## src/rtl/fe_ras_stack.sv

```systemverilog
// Return-address stack for the fetch front end. Entry 0 is the top of the stack.
// Define FE_RAS_STACK_ERR_EN to add the sticky overflow_o/underflow_o flags.
module fe_ras_stack #(
  parameter int unsigned XLEN  = 32,
  parameter int unsigned DEPTH = 2
) (
  input  logic                           clk_i,
  input  logic                           rst_ni,
  input  logic                           flush_i,
  input  logic                           push_i,
  input  logic                           pop_i,
  input  logic [XLEN-1:0]                data_i,
  output logic [XLEN-1:0]                data_o,
  output logic                           valid_o,
  output logic [$clog2(DEPTH+1)-1:0]     count_o
`ifdef FE_RAS_STACK_ERR_EN
  ,
  output logic                           overflow_o,
  output logic                           underflow_o
`endif
);

  localparam int unsigned   CW   = $clog2(DEPTH+1);
  localparam logic [CW-1:0] FULL = CW'(DEPTH);

  logic [XLEN-1:0]  addr_q [DEPTH];
  logic [XLEN-1:0]  addr_d [DEPTH];
  logic [DEPTH-1:0] valid_q, valid_d;
  logic [CW-1:0]    count_q, count_d;
  logic             push_only, pop_only, empty;

  assign push_only = push_i & ~pop_i;
  assign pop_only  = pop_i & ~push_i;
  assign empty     = (count_q == '0);

  always_comb begin
    addr_d  = addr_q;
    valid_d = valid_q;
    count_d = count_q;
    if (flush_i) begin
      // Addresses are kept; only the valid bits are dropped.
      valid_d = '0;
      count_d = '0;
    end else if (push_i && pop_i) begin
      addr_d[0]  = data_i;
      valid_d[0] = 1'b1;
      if (empty) count_d = CW'(1);
    end else if (push_only) begin
      for (int unsigned k = 1; k < DEPTH; k++) begin
        addr_d[k]  = addr_q[k-1];
        valid_d[k] = valid_q[k-1];
      end
      addr_d[0]  = data_i;
      valid_d[0] = 1'b1;
      if (count_q != FULL) count_d = count_q + 1'b1;
    end else if (pop_only && !empty) begin
      for (int unsigned k = 0; k + 1 < DEPTH; k++) begin
        addr_d[k]  = addr_q[k+1];
        valid_d[k] = valid_q[k+1];
      end
      addr_d[DEPTH-1]  = '0;
      valid_d[DEPTH-1] = 1'b0;
      count_d          = count_q - 1'b1;
    end
  end

  always_ff @(posedge clk_i or negedge rst_ni) begin
    if (!rst_ni) begin
      addr_q  <= '{default: '0};
      valid_q <= '0;
      count_q <= '0;
    end else begin
      addr_q  <= addr_d;
      valid_q <= valid_d;
      count_q <= count_d;
    end
  end

  assign data_o  = addr_q[0];
  assign valid_o = valid_q[0];
  assign count_o = count_q;

`ifdef FE_RAS_STACK_ERR_EN
  logic ovf_q, ovf_d, unf_q, unf_d;

  always_comb begin
    ovf_d = ovf_q;
    unf_d = unf_q;
    if (flush_i) begin
      ovf_d = 1'b0;
      unf_d = 1'b0;
    end else begin
      if (push_only && count_q == FULL) ovf_d = 1'b1;
      if (pop_only && empty)            unf_d = 1'b1;
    end
  end

  always_ff @(posedge clk_i or negedge rst_ni) begin
    if (!rst_ni) begin
      ovf_q <= 1'b0;
      unf_q <= 1'b0;
    end else begin
      ovf_q <= ovf_d;
      unf_q <= unf_d;
    end
  end

  assign overflow_o  = ovf_q;
  assign underflow_o = unf_q;
`endif

endmodule

```

## config.mk

```make
export PLATFORM = sky130hd
export DESIGN_NAME = fe_ras_stack
export DESIGN_NICKNAME = d
export VERILOG_FILES = /design/src/rtl/fe_ras_stack.sv
export SDC_FILE = /design/constraint.sdc
export NUM_CORES = 1
export LEC_CHECK = 0
export ABC_CLOCK_PERIOD_IN_PS = 2200
export CORE_MARGIN = 1
export CORE_UTILIZATION = 55
export CTS_CLUSTER_DIAMETER = 150
export DETAILED_ROUTE_END_ITERATION = 8
export PLACE_DENSITY = 0.85
export SETUP_SLACK_MARGIN = 0.2
export SLEW_MARGIN = 10
export SYNTH_ARGS = -nofsm -noshare
export SYNTH_HDL_FRONTEND = slang
export SYNTH_SLANG_ARGS = --single-unit
```

## constraint.sdc

```tcl
create_clock -name clk_i -period 2.2 [get_ports clk_i]
set_clock_uncertainty 0.05 [all_clocks]
set_input_delay 0.33 -clock clk_i [delete_from_list [all_inputs] [get_ports clk_i]]
set_output_delay 0.33 -clock clk_i [all_outputs]
set_load 0.02 [all_outputs]
```

# After elaboration in Yosys (flattened, before gate mapping)
# Index checks and enable logic that the tools add are counted.
# word_totals
register_bits,68
word_cells,43
input_bits,37
out_inout_bits,35
# classes
bitwise_logic,6
muxes,14
eq_ne,4
n_addsub,2
reduce_logical,12
# ops
op,n
64-bit two-way mux,2
32-bit two-way mux,1
2-bit two-way mux,9
3-bit AND reduction,2
3-bit nonzero test,2
"2-bit != test, second input constant",2
"4-bit by 2-bit != test with 1-bit output, second input constant",1
1-bit inverter,4
2-bit AND reduction,2
4-bit nonzero test,1
"3-bit != test, second input constant",1
"2-bit by 1-bit adder with 2-bit output, second input constant",1
1-bit AND,2
1-bit logical AND,2
2-bit zero test,1
1-bit two-way mux,2
2-bit nonzero test,1
"2-bit by 1-bit subtractor with 2-bit output, second input constant",1
1-bit zero test,1

# Logic depth before layout (Yosys ltp)
# Gate-level depths: netlist (run 1).
# depth
word_depth,7
ltp_mapped,5
depth_no_buf,3

# Worst setup path after synthesis (run 1)
# No wires, ideal clock.
# synth_timing
path_type,flip-flop to flip-flop
startpoint,"reg count_q[0], in the netlist count_o[0]"
endpoint,reg addr_q (netlist bit data_o[10])
setup_ns,0.125
setup_slack_ns,0.631
n_path_buf,1
synth_period_minus_slack_ns,1.569
path_stages_with_launch,5
arrival_ns,1.394
cell_sequence,dfrtp_1 -> o21ai_2 -> a21oi_4 -> buf_6 -> mux2_2
# synth_via
elab_chain_len,5
# synth_lines
item,line,source
start: declaration,29,"logic [CW-1:0] count_q, count_d;"
start signal: assignment,75,count_q <= count_d;
2-bit zero test,34,assign empty = (count_q == '0);
1-bit zero test,56,end else if (pop_only && !empty) begin
1-bit logical AND,56,
3-bit nonzero test (no line),n/a,
2-bit AND reduction (no line),n/a,
end signal: assignment,73,addr_q <= addr_d;
end: declaration,26,logic [XLEN-1:0] addr_q [DEPTH];
# No other way between the ends.
# A chain may end at the register's enable or synchronous reset.

# Final worst setup path (run 1)
# layout_timing
startpoint,"reg count_q[0], in the netlist count_o[0]"
endpoint,out count_o[0]
# layout_lines
item,line,source
end: declaration,15,output logic [$clog2(DEPTH+1)-1:0] count_o
# No word-level cell between the ends.

==> report_table.html, run 1 <==
<table>
<tr><th>Metric</th><th>Value</th></tr>
<tr><th colspan="2">Clocking</th></tr>
<tr><td>TritonCTS clock tree</td><td>yes</td></tr>
<tr><td>CTS root buffer</td><td>clkbuf_8</td></tr>
<tr><td>TritonCTS Buffers</td><td>9</td></tr>
<tr><td>H-tree depth reported by CTS</td><td>3</td></tr>
<tr><td>Resized cells post-CTS</td><td>0</td></tr>
<tr><td>Clock Latency Late Sink</td><td>0.34 ns</td></tr>
<tr><td>Clock input transition at the sequential cells of the worst setup and hold paths</td><td>0.06 ns</td></tr>
<tr><td>CTS Sinks</td><td>68</td></tr>
<tr><td>Max Buffers Root-to-Sink</td><td>2</td></tr>
<tr><th colspan="2">GRT</th></tr>
<tr><td>Largest net degree at the start of global routing</td><td>35</td></tr>
<tr><td>Via count of the first global-routing pass</td><td>2,620</td></tr>
<tr><td>Grt ovf</td><td>0</td></tr>
<tr><td>Initial antenna violation count</td><td>0</td></tr>
<tr><td>Global-route wire length before repair</td><td>11,850 um</td></tr>
<tr><td>Global Route Usage Sum</td><td>24.31%</td></tr>
<tr><th colspan="2">Synthesis</th></tr>
<tr><td>Proportion of synthesized chip area in sequential cells</td><td>50.63%</td></tr>
<tr><td>Post-synthesis cell area</td><td>3361 um2</td></tr>
<tr><td>Biggest area contributors in the synthesized netlist</td><td>dfrtp_1 (51%), mux2_2 (11%), o21ai_0 (9.4%)</td></tr>
<tr><td>Library cell with the largest summed area after synthesis</td><td>dfrtp_1</td></tr>
<tr><td>Predominant post-synthesis flop cell</td><td>dfrtp_1</td></tr>
<tr><td>Number of synthesized flops with an enable pin</td><td>0</td></tr>
<tr><td>Share of Yosys cell area claimed by the top area cell type</td><td>50.63%</td></tr>
<tr><td>Async SR Flop Fraction</td><td>100.0%</td></tr>
<tr><td>Synth warn</td><td>0</td></tr>
<tr><td>Number of instances in the synthesized netlist</td><td>334</td></tr>
<tr><td>Per-instance average area after synthesis</td><td>10.06 um2</td></tr>
<tr><td>Number of synthesized register bits</td><td>68</td></tr>
<tr><td>Net Count, Synth</td><td>371</td></tr>
<tr><td>Cell variety after synth</td><td>24</td></tr>
<tr><th colspan="2">Placement</th></tr>
<tr><td>Half-perimeter wire length after placement</td><td>4723 um</td></tr>
<tr><td>Routability Congestion</td><td>0.7626</td></tr>
<tr><td>Placed Instances</td><td>440</td></tr>
<tr><td>Total of buffers placed on input and output ports</td><td>71</td></tr>
<tr><th colspan="2">Worst setup path</th></tr>
<tr><td>CP startpoint kind</td><td>flop</td></tr>
<tr><td>Slowest cell on the critical path</td><td>clkdlybuf4s50_1</td></tr>
<tr><td>Startpoint of the worst register-to-register path</td><td>count_o[0]$_DFFE_PN0P_</td></tr>
<tr><td>List of cells traversed by the critical path</td><td>clkdlybuf4s50_1</td></tr>
<tr><td>WP data required</td><td>1.82 ns</td></tr>
<tr><td>Critical path endpoint category</td><td>output pin</td></tr>
<tr><td>Worst Reg2Reg Path Length in Cells</td><td>4</td></tr>
<tr><td>FF-to-FF setup slack</td><td>0.54 ns</td></tr>
<tr><td>Worst reg2reg endpoint</td><td>data_o[9]$_DFFE_PN0P_</td></tr>
<tr><td>CP max FO</td><td>8</td></tr>
<tr><td>Crit path arrival time</td><td>1.48 ns</td></tr>
<tr><td>Kind of critical path</td><td>reg -&gt; out</td></tr>
<tr><td>Number of buffers and inverters on the critical path</td><td>1</td></tr>
<tr><td>Crit-path leading delay family</td><td>buffers and inverters</td></tr>
<tr><td>Highest cell delay on the worst timing path</td><td>0.66 ns</td></tr>
<tr><th colspan="2">Routing</th></tr>
<tr><td>Initial DRT Pass Iterations</td><td>5</td></tr>
<tr><td>Routed wire per std cell</td><td>15.59 um</td></tr>
<tr><td>DRT antenna net count</td><td>0</td></tr>
<tr><td>Initial detailed-routing violation count</td><td>174</td></tr>
<tr><td>Count of vias placed by the detailed router</td><td>2,507</td></tr>
<tr><td>Number of remaining DRC errors</td><td>0</td></tr>
<tr><td>Total length of routed wires</td><td>7108 um</td></tr>
<tr><td>Per-cell via count in the routed design</td><td>5.498</td></tr>
<tr><th colspan="2">Power and ir drop</th></tr>
<tr><td>Net switching fraction of the power</td><td>31.18%</td></tr>
<tr><td>Leakage power summed over all cells</td><td>1.813 nW</td></tr>
<tr><td>Clock share of power</td><td>24.4%</td></tr>
<tr><td>Relative contribution of sequential cells to total power</td><td>46.7%</td></tr>
<tr><td>Largest voltage drop on the vdd net</td><td>0.0006676 V</td></tr>
<tr><td>Internal power component</td><td>2.536 mW</td></tr>
<tr><td>Power share of the combinational group</td><td>29.0%</td></tr>
<tr><td>Switching pwr</td><td>1.149 mW</td></tr>
<tr><td>Pwr dens</td><td>898.6 nW/um2</td></tr>
<tr><th colspan="2">STA</th></tr>
<tr><td>Max-Slew Margin vs Limit</td><td>62.45%</td></tr>
<tr><td>Least-Margin Pin Slew</td><td>0.5632 ns</td></tr>
<tr><td>Min Clock Period, post-route</td><td>1.863 ns</td></tr>
<tr><td>Maximum clock frequency</td><td>536.8 MHz</td></tr>
<tr><td>Total negative slack for setup checks</td><td>0 ns</td></tr>
<tr><td>Final max-slew violation count</td><td>0</td></tr>
<tr><td>Final Hold Vio Count</td><td>0</td></tr>
<tr><td>Crit share post-route</td><td>84.68%</td></tr>
<tr><td>Final setup violation count</td><td>0</td></tr>
<tr><td>RSZ-0062 raised after global routing</td><td>no</td></tr>
<tr><th colspan="2">Cells and area</th></tr>
<tr><td>Share of layout cells above drive strength 1</td><td>16.80%</td></tr>
<tr><td>Number of nets in the final layout</td><td>414</td></tr>
<tr><td>Count of placed standard cells in the final layout, fillers left out</td><td>456</td></tr>
<tr><td>Antenna Diode Count</td><td>0</td></tr>
<tr><td>P&amp;R area growth vs syn</td><td>22.00%</td></tr>
<tr><th colspan="2">Die</th></tr>
<tr><td>Die area</td><td>6427 um2</td></tr>
<tr><td>Die Span X</td><td>80.17 um</td></tr>
<tr><td>Core Footprint</td><td>5921 um2</td></tr>
<tr><td>Row cnt</td><td>28</td></tr>
<tr><td>Initial cell density of the core</td><td>56.76%</td></tr>
<tr><td>Boundary Pins</td><td>72</td></tr>
<tr><td>Vertical die dimension</td><td>80.17 um</td></tr>
<tr><th colspan="2">Run</th></tr>
<tr><td>MaxCap Viol Count</td><td>0</td></tr>
<tr><th colspan="2">Status</th></tr>
<tr><td>Run status</td><td>finished, final reports clean</td></tr>
<tr><th colspan="2">Hold path</th></tr>
<tr><td>Hold path start</td><td>flush_i</td></tr>
<tr><td>Worst min path class</td><td>in -&gt; reg</td></tr>
<tr><td>Number of cells traversed by the worst hold path</td><td>2</td></tr>
<tr><td>Min-Delay Endpoint</td><td>valid_q[0]$_DFFE_PN0P_</td></tr>
</table>
## cell families (layout without fill, tap and decap cells)
kind of cell	count (synthesis)	count (layout)	share of synthesized area (%)
compound gates	105	105	18.73
simple gates	43	43	5.510
buf+inv	85	132	14.11
flops	68	68	50.63
mux	33	33	11.02
## through the flow
step / setup slack, ns / total power, mW / hold WS, ns / area, um2 / utilization, %
finish: 0.3371 / 3.684 / 0.3602 / 4100 / 69.25
global route: 0.2893 / 3.874 / 0.3811 / 4100 / 69.25
CTS: 0.3219 / 3.707 / 0.3486 / 4100 / 69.25
detailed placement: 0.2197 / 2.806 / 0.2969 / 3921 / 66.23
global placement: 0.2553 / 2.752 / 0.2950 / 3921 / 66.23
floorplan: 0.6309 / 2.483 / -0.01559 / 3361 / -
## layout by cell type (no fill, tap or decap), drive strengths merged, types with 2 or more instances in the layout
cell type | netlist | layout
a21oi | 4 | 4
a22oi | 32 | 32
buf | 46 | 15
clkbuf | 6 | 13
clkdlybuf4s50 | 0 | 68
clkinv | 0 | 2
dfrtp | 68 | 68
inv | 33 | 33
mux2 | 32 | 32
nand2 | 34 | 34
nand2b | 3 | 3
nor2 | 2 | 2
o21ai | 67 | 67
## worst max-delay path by stage
stage | start | end | slack [ns] | cells past startpoint
floorplan | count_o[0]$_DFFE_PN0P_ | data_o[10]$_DFFE_PN0P_ | 0.63 | 4
global placement | pop_i | data_o[9]$_DFFE_PN0P_ | 0.26 | 5
detailed placement | pop_i | data_o[6]$_DFFE_PN0P_ | 0.22 | 5
CTS | count_o[0]$_DFFE_PN0P_ | count_o[0] | 0.32 | 1
global route | count_o[1]$_DFFE_PN0P_ | count_o[1] | 0.29 | 1
finish | count_o[0]$_DFFE_PN0P_ | count_o[0] | 0.34 | 1
## area by class of cell
type | instances | area (um2)
well taps | 75 | 93.84
flip-flops and latches | 68 | 1702
multi-input cells | 181 | 1191
clock buffers | 13 | 158.9
clock inverters | 2 | 10.01
inverters | 33 | 123.9
fillers | 444 | 1821
repair buffers | 84 | 820.8
## worst register-to-register path, delay by kind of cell (launching register included)
family	cells	cell delay (ns)
buffers and inverters	1	0.27
AO/OA/AOI/OAI	2	0.37
multiplexers	1	0.37
flip-flops	1	0.49
## power groups by stage
stage | clock, mW | combinational [mW] | sequential [mW]
3_3_place_gp | 0 | 1.04 | 1.72
3_5_place_dp | 0 | 1.07 | 1.74
6_report | 0.898 | 1.07 | 1.72
2_1_floorplan | 0 | 0.807 | 1.68
5_1_grt | 0.962 | 1.16 | 1.75
4_1_cts | 0.911 | 1.08 | 1.72
## cell usage after synthesis, types with 2 or more instances
library cell / instances
buf_2: 10
inv_1: 33
o21ai_2: 2
mux2_2: 32
nand2b_1: 3
o21ai_1: 2
a21oi_1: 3
dfrtp_1: 68
a22oi_1: 32
nor2_1: 2
clkbuf_1: 6
buf_6: 3
o21ai_0: 63
nand2_1: 34
buf_4: 32
## per-layer routing
layer	wire length, um	up-vias	track usage [%]
met5	0	-	0
met4	116	0	10.18
met3	354	10	5.795
met2	3524	80	41.79
met1	3113	1226	29.09
li1	-	1191	-
## flip-flops by register name, indices dropped and copies added, names as in the netlist
signal   cells
valid_q      2
data_o      32
count_o      2
addr_q      32
## what timing repair did
item	4_1_cts	5_1_grt
hold buffers	1	0
buffers inserted	0	0
hold endpoints to repair	22	0
(Power assumes the default switching activity.)
==> run 2: changes to the inputs <==
ABC_CLOCK_PERIOD_IN_PS = 1900   (was 2200)
CORE_UTILIZATION = 51   (was 55)
PLACE_DENSITY = 0.8   (was 0.85)
clock period = 1.9 ns   (was 2.2 ns; I/O delays follow)
==> report_table.html, run 2 (synthesized netlist as in run 1, its figures left out) <==
<table>
<tr><th>Metric</th><th>Value</th></tr>
<tr><th colspan="2">Status</th></tr>
<tr><td>Run status</td><td>finished, final reports clean (unchanged)</td></tr>
<tr><th colspan="2">Cells and area</th></tr>
<tr><td>Design area</td><td>4198 um2 (was 4100 um2)</td></tr>
<tr><td>Antenna Diode Count</td><td>0 (unchanged)</td></tr>
<tr><td>Total area of multi-input combinational cells</td><td>1191 um2 (unchanged)</td></tr>
<tr><td>Commonest cells after routing, fill and taps aside</td><td>dfrtp_1 (68), o21ai_0 (63), clkdlybuf4s50_1 (50), nand2_1 (34), inv_1 (33) (was dfrtp_1 (68), clkdlybuf4s50_1 (68), o21ai_0 (63), nand2_1 (34), inv_1 (33))</td></tr>
<tr><td>Register Area</td><td>1702 um2 (unchanged)</td></tr>
<tr><td>Fill cell instance count of the final layout</td><td>502 (was 444)</td></tr>
<tr><td>Most common cell after layout, fill and taps aside</td><td>dfrtp_1</td></tr>
<tr><td>P&amp;R area growth vs syn</td><td>24.91% (was 22.00%)</td></tr>
<tr><td>Share of layout cells above drive strength 1</td><td>16.97% (was 16.80%)</td></tr>
<tr><td>Number of nets in the final layout</td><td>417 (was 414)</td></tr>
<tr><th colspan="2">Routing</th></tr>
<tr><td>Per-cell via count in the routed design</td><td>5.457 (was 5.498)</td></tr>
<tr><td>DRT antenna net count</td><td>0 (unchanged)</td></tr>
<tr><td>Total length of routed wires</td><td>6871 um (was 7108 um)</td></tr>
<tr><td>Routed wire per std cell</td><td>14.94 um (was 15.59 um)</td></tr>
<tr><td>Count of vias placed by the detailed router</td><td>2,510 (was 2,507)</td></tr>
<tr><td>Initial detailed-routing violation count</td><td>139 (was 174)</td></tr>
<tr><td>Number of remaining DRC errors</td><td>0 (unchanged)</td></tr>
<tr><td>Initial DRT Pass Iterations</td><td>4 (was 5)</td></tr>
<tr><th colspan="2">Worst setup path</th></tr>
<tr><td>CP startpoint kind</td><td>flop (unchanged)</td></tr>
<tr><td>Crit path arrival time</td><td>1.33 ns (was 1.48 ns)</td></tr>
<tr><td>Worst Reg2Reg Path Length in Cells</td><td>4 (unchanged)</td></tr>
<tr><td>Setup crit start</td><td>data_o[16]$_DFFE_PN0P_ (was count_o[0]$_DFFE_PN0P_)</td></tr>
<tr><td>Critical path destination</td><td>data_o[16] (was count_o[0])</td></tr>
<tr><td>Crit-path leading delay family</td><td>buffers and inverters (unchanged)</td></tr>
<tr><td>Number of gates on the worst path with buffers counted</td><td>1 (unchanged)</td></tr>
<tr><td>Worst reg2reg endpoint</td><td>data_o[2]$_DFFE_PN0P_ (was data_o[9]$_DFFE_PN0P_)</td></tr>
<tr><td>Critical path endpoint category</td><td>output pin (unchanged)</td></tr>
<tr><td>FF-to-FF setup slack</td><td>0.34 ns (was 0.54 ns)</td></tr>
<tr><td>Slowest cell on the critical path</td><td>clkdlybuf4s50_1 (unchanged)</td></tr>
<tr><td>Kind of critical path</td><td>reg -&gt; out (unchanged)</td></tr>
<tr><td>Highest cell delay on the worst timing path</td><td>0.62 ns (was 0.66 ns)</td></tr>
<tr><td>List of cells traversed by the critical path</td><td>clkdlybuf4s50_1 (unchanged)</td></tr>
<tr><td>CP max FO</td><td>3 (was 8)</td></tr>
<tr><td>Startpoint of the worst register-to-register path</td><td>count_o[1]$_DFFE_PN0P_ (was count_o[0]$_DFFE_PN0P_)</td></tr>
<tr><td>WP data required</td><td>1.56 ns (was 1.82 ns)</td></tr>
<tr><td>Number of buffers and inverters on the critical path</td><td>1 (unchanged)</td></tr>
<tr><th colspan="2">GRT</th></tr>
<tr><td>Grt ovf</td><td>0 (unchanged)</td></tr>
<tr><td>Global Route Usage Sum</td><td>21.48% (was 24.31%)</td></tr>
<tr><td>Via count of the first global-routing pass</td><td>2,495 (was 2,620)</td></tr>
<tr><td>Global-route wire length before repair</td><td>11,830 um (was 11,850 um)</td></tr>
<tr><td>Largest net degree at the start of global routing</td><td>69 (was 35)</td></tr>
<tr><td>Initial antenna violation count</td><td>0 (unchanged)</td></tr>
<tr><th colspan="2">STA</th></tr>
<tr><td>Total negative slack for setup checks</td><td>0 ns (unchanged)</td></tr>
<tr><td>Max-Slew Margin vs Limit</td><td>71.80% (was 62.45%)</td></tr>
<tr><td>Final max-slew violation count</td><td>0 (unchanged)</td></tr>
<tr><td>RSZ-0062 raised after global routing</td><td>no (unchanged)</td></tr>
<tr><td>Final Hold Vio Count</td><td>0 (unchanged)</td></tr>
<tr><td>Least-Margin Pin Slew</td><td>0.4230 ns (was 0.5632 ns)</td></tr>
<tr><td>Final setup violation count</td><td>0 (unchanged)</td></tr>
<tr><td>Min Clock Period, post-route</td><td>1.666 ns</td></tr>
<tr><td>Crit share post-route</td><td>87.67%</td></tr>
<tr><td>Maximum clock frequency</td><td>600.3 MHz</td></tr>
<tr><th colspan="2">Clocking</th></tr>
<tr><td>Max Buffers Root-to-Sink</td><td>2 (unchanged)</td></tr>
<tr><td>Clock Latency Late Sink</td><td>0.34 ns (about the same)</td></tr>
<tr><td>H-tree depth reported by CTS</td><td>3 (unchanged)</td></tr>
<tr><td>TritonCTS clock tree</td><td>yes (unchanged)</td></tr>
<tr><td>Clock input transition at the sequential cells of the worst setup and hold paths</td><td>0.06 ns (about the same)</td></tr>
<tr><td>Number of setup buffers added after CTS</td><td>0 (unchanged)</td></tr>
<tr><td>CTS Sinks</td><td>68 (unchanged)</td></tr>
<tr><td>CTS root buffer</td><td>clkbuf_8 (unchanged)</td></tr>
<tr><td>TritonCTS Buffers</td><td>9 (unchanged)</td></tr>
<tr><th colspan="2">Die</th></tr>
<tr><td>Die Span X</td><td>83.18 um (was 80.17 um)</td></tr>
<tr><td>Row cnt</td><td>29 (was 28)</td></tr>
<tr><td>Die area</td><td>6918 um2 (was 6427 um2)</td></tr>
<tr><td>Vertical die dimension</td><td>83.18 um (was 80.17 um)</td></tr>
<tr><td>Boundary Pins</td><td>72 (unchanged)</td></tr>
<tr><td>Core Footprint</td><td>6350 um2 (was 5921 um2)</td></tr>
<tr><td>Initial cell density of the core</td><td>52.93% (was 56.76%)</td></tr>
<tr><th colspan="2">Power and ir drop</th></tr>
<tr><td>Pwr dens</td><td>1024 nW/um2 (was 898.6 nW/um2)</td></tr>
<tr><td>Largest voltage drop on the vdd net</td><td>0.0006187 V (was 0.0006676 V)</td></tr>
<tr><td>Power Total</td><td>4.297 mW (was 3.684 mW)</td></tr>
<tr><td>Leakage power summed over all cells</td><td>2.003 nW (was 1.813 nW)</td></tr>
<tr><th colspan="2">Hold path</th></tr>
<tr><td>Worst min path class</td><td>in -&gt; reg (unchanged)</td></tr>
<tr><th colspan="2">Placement</th></tr>
<tr><td>Half-perimeter wire length after placement</td><td>4492 um (was 4723 um)</td></tr>
<tr><td>Routability Congestion</td><td>0.7607 (was 0.7626)</td></tr>
<tr><td>Total of buffers placed on input and output ports</td><td>71 (unchanged)</td></tr>
<tr><td>Cell Area, Placed</td><td>3976 um2 (was 3921 um2)</td></tr>
<tr><th colspan="2">Run</th></tr>
<tr><td>MaxCap Viol Count</td><td>0 (unchanged)</td></tr>
</table>
run 2: timing repair:
| item | 4_1_cts | 5_1_grt |
|---|---|---|
| cloned | 0 | 0 |
| hold endpoints to repair | 68 | 0 |
| hold buffers | 1 | 0 |
| pin swaps | 0 | 0 |
| gates resized for setup | 2 | 17 |
| setup endpoints to repair | 2 | 17 |
run 2: worst min-delay path by stage:
stage	endpoint	slack (ns)	from	depth (start not counted)
2_1_floorplan	addr_q[0]$_DFFE_PN0P_	-0.06	rst_ni	0
3_3_place_gp	data_o[18]$_DFFE_PN0P_	0.28	rst_ni	2
3_5_place_dp	data_o[18]$_DFFE_PN0P_	0.28	rst_ni	2
4_1_cts	count_o[0]$_DFFE_PN0P_	0.23	push_i	2
5_1_grt	count_o[0]$_DFFE_PN0P_	0.25	push_i	2
6_report	count_o[0]$_DFFE_PN0P_	0.24	push_i	2
run 2: cell type report:
type,instances,share of cell area [%]
Sequential cell,68,40.54
Multi-Input combinational cell,181,28.38
Timing Repair Buffer,87,21.76
Clock buffer,11,3.130
Inverter,33,2.951
Tap cell,77,2.295
Clock inverter,3,0.9538
run 2: where the power goes:
group / internal (mW) / switching (mW)
Sequential: 1.76 / 0.220
Combinational: 0.634 / 0.591
Clock: 0.588 / 0.504
Total: 2.98 / 1.31
run 2: per-stage QoR:
step	hold WS [ns]	utilization [%]	instances	setup WS, ns
6_report	0.2431	66.11	460	0.2342
5_1_grt	0.2494	66.11	460	0.2002
4_1_cts	0.2325	65.44	460	0.2036
3_5_place_dp	0.2826	62.62	445	0.09012
3_3_place_gp	0.2804	62.62	445	0.1242
2_1_floorplan	-0.06059	-	334	0.3309
run 2: routing by layer:
layer / GRT usage [%] / vias up / routed length, um
li1: - / 1197 / -
met1: 28.58 / 1220 / 3086
met2: 34.72 / 82 / 3304
met3: 3.976 / 11 / 364
met4: 8.934 / 0 / 116
met5: 0 / - / 0
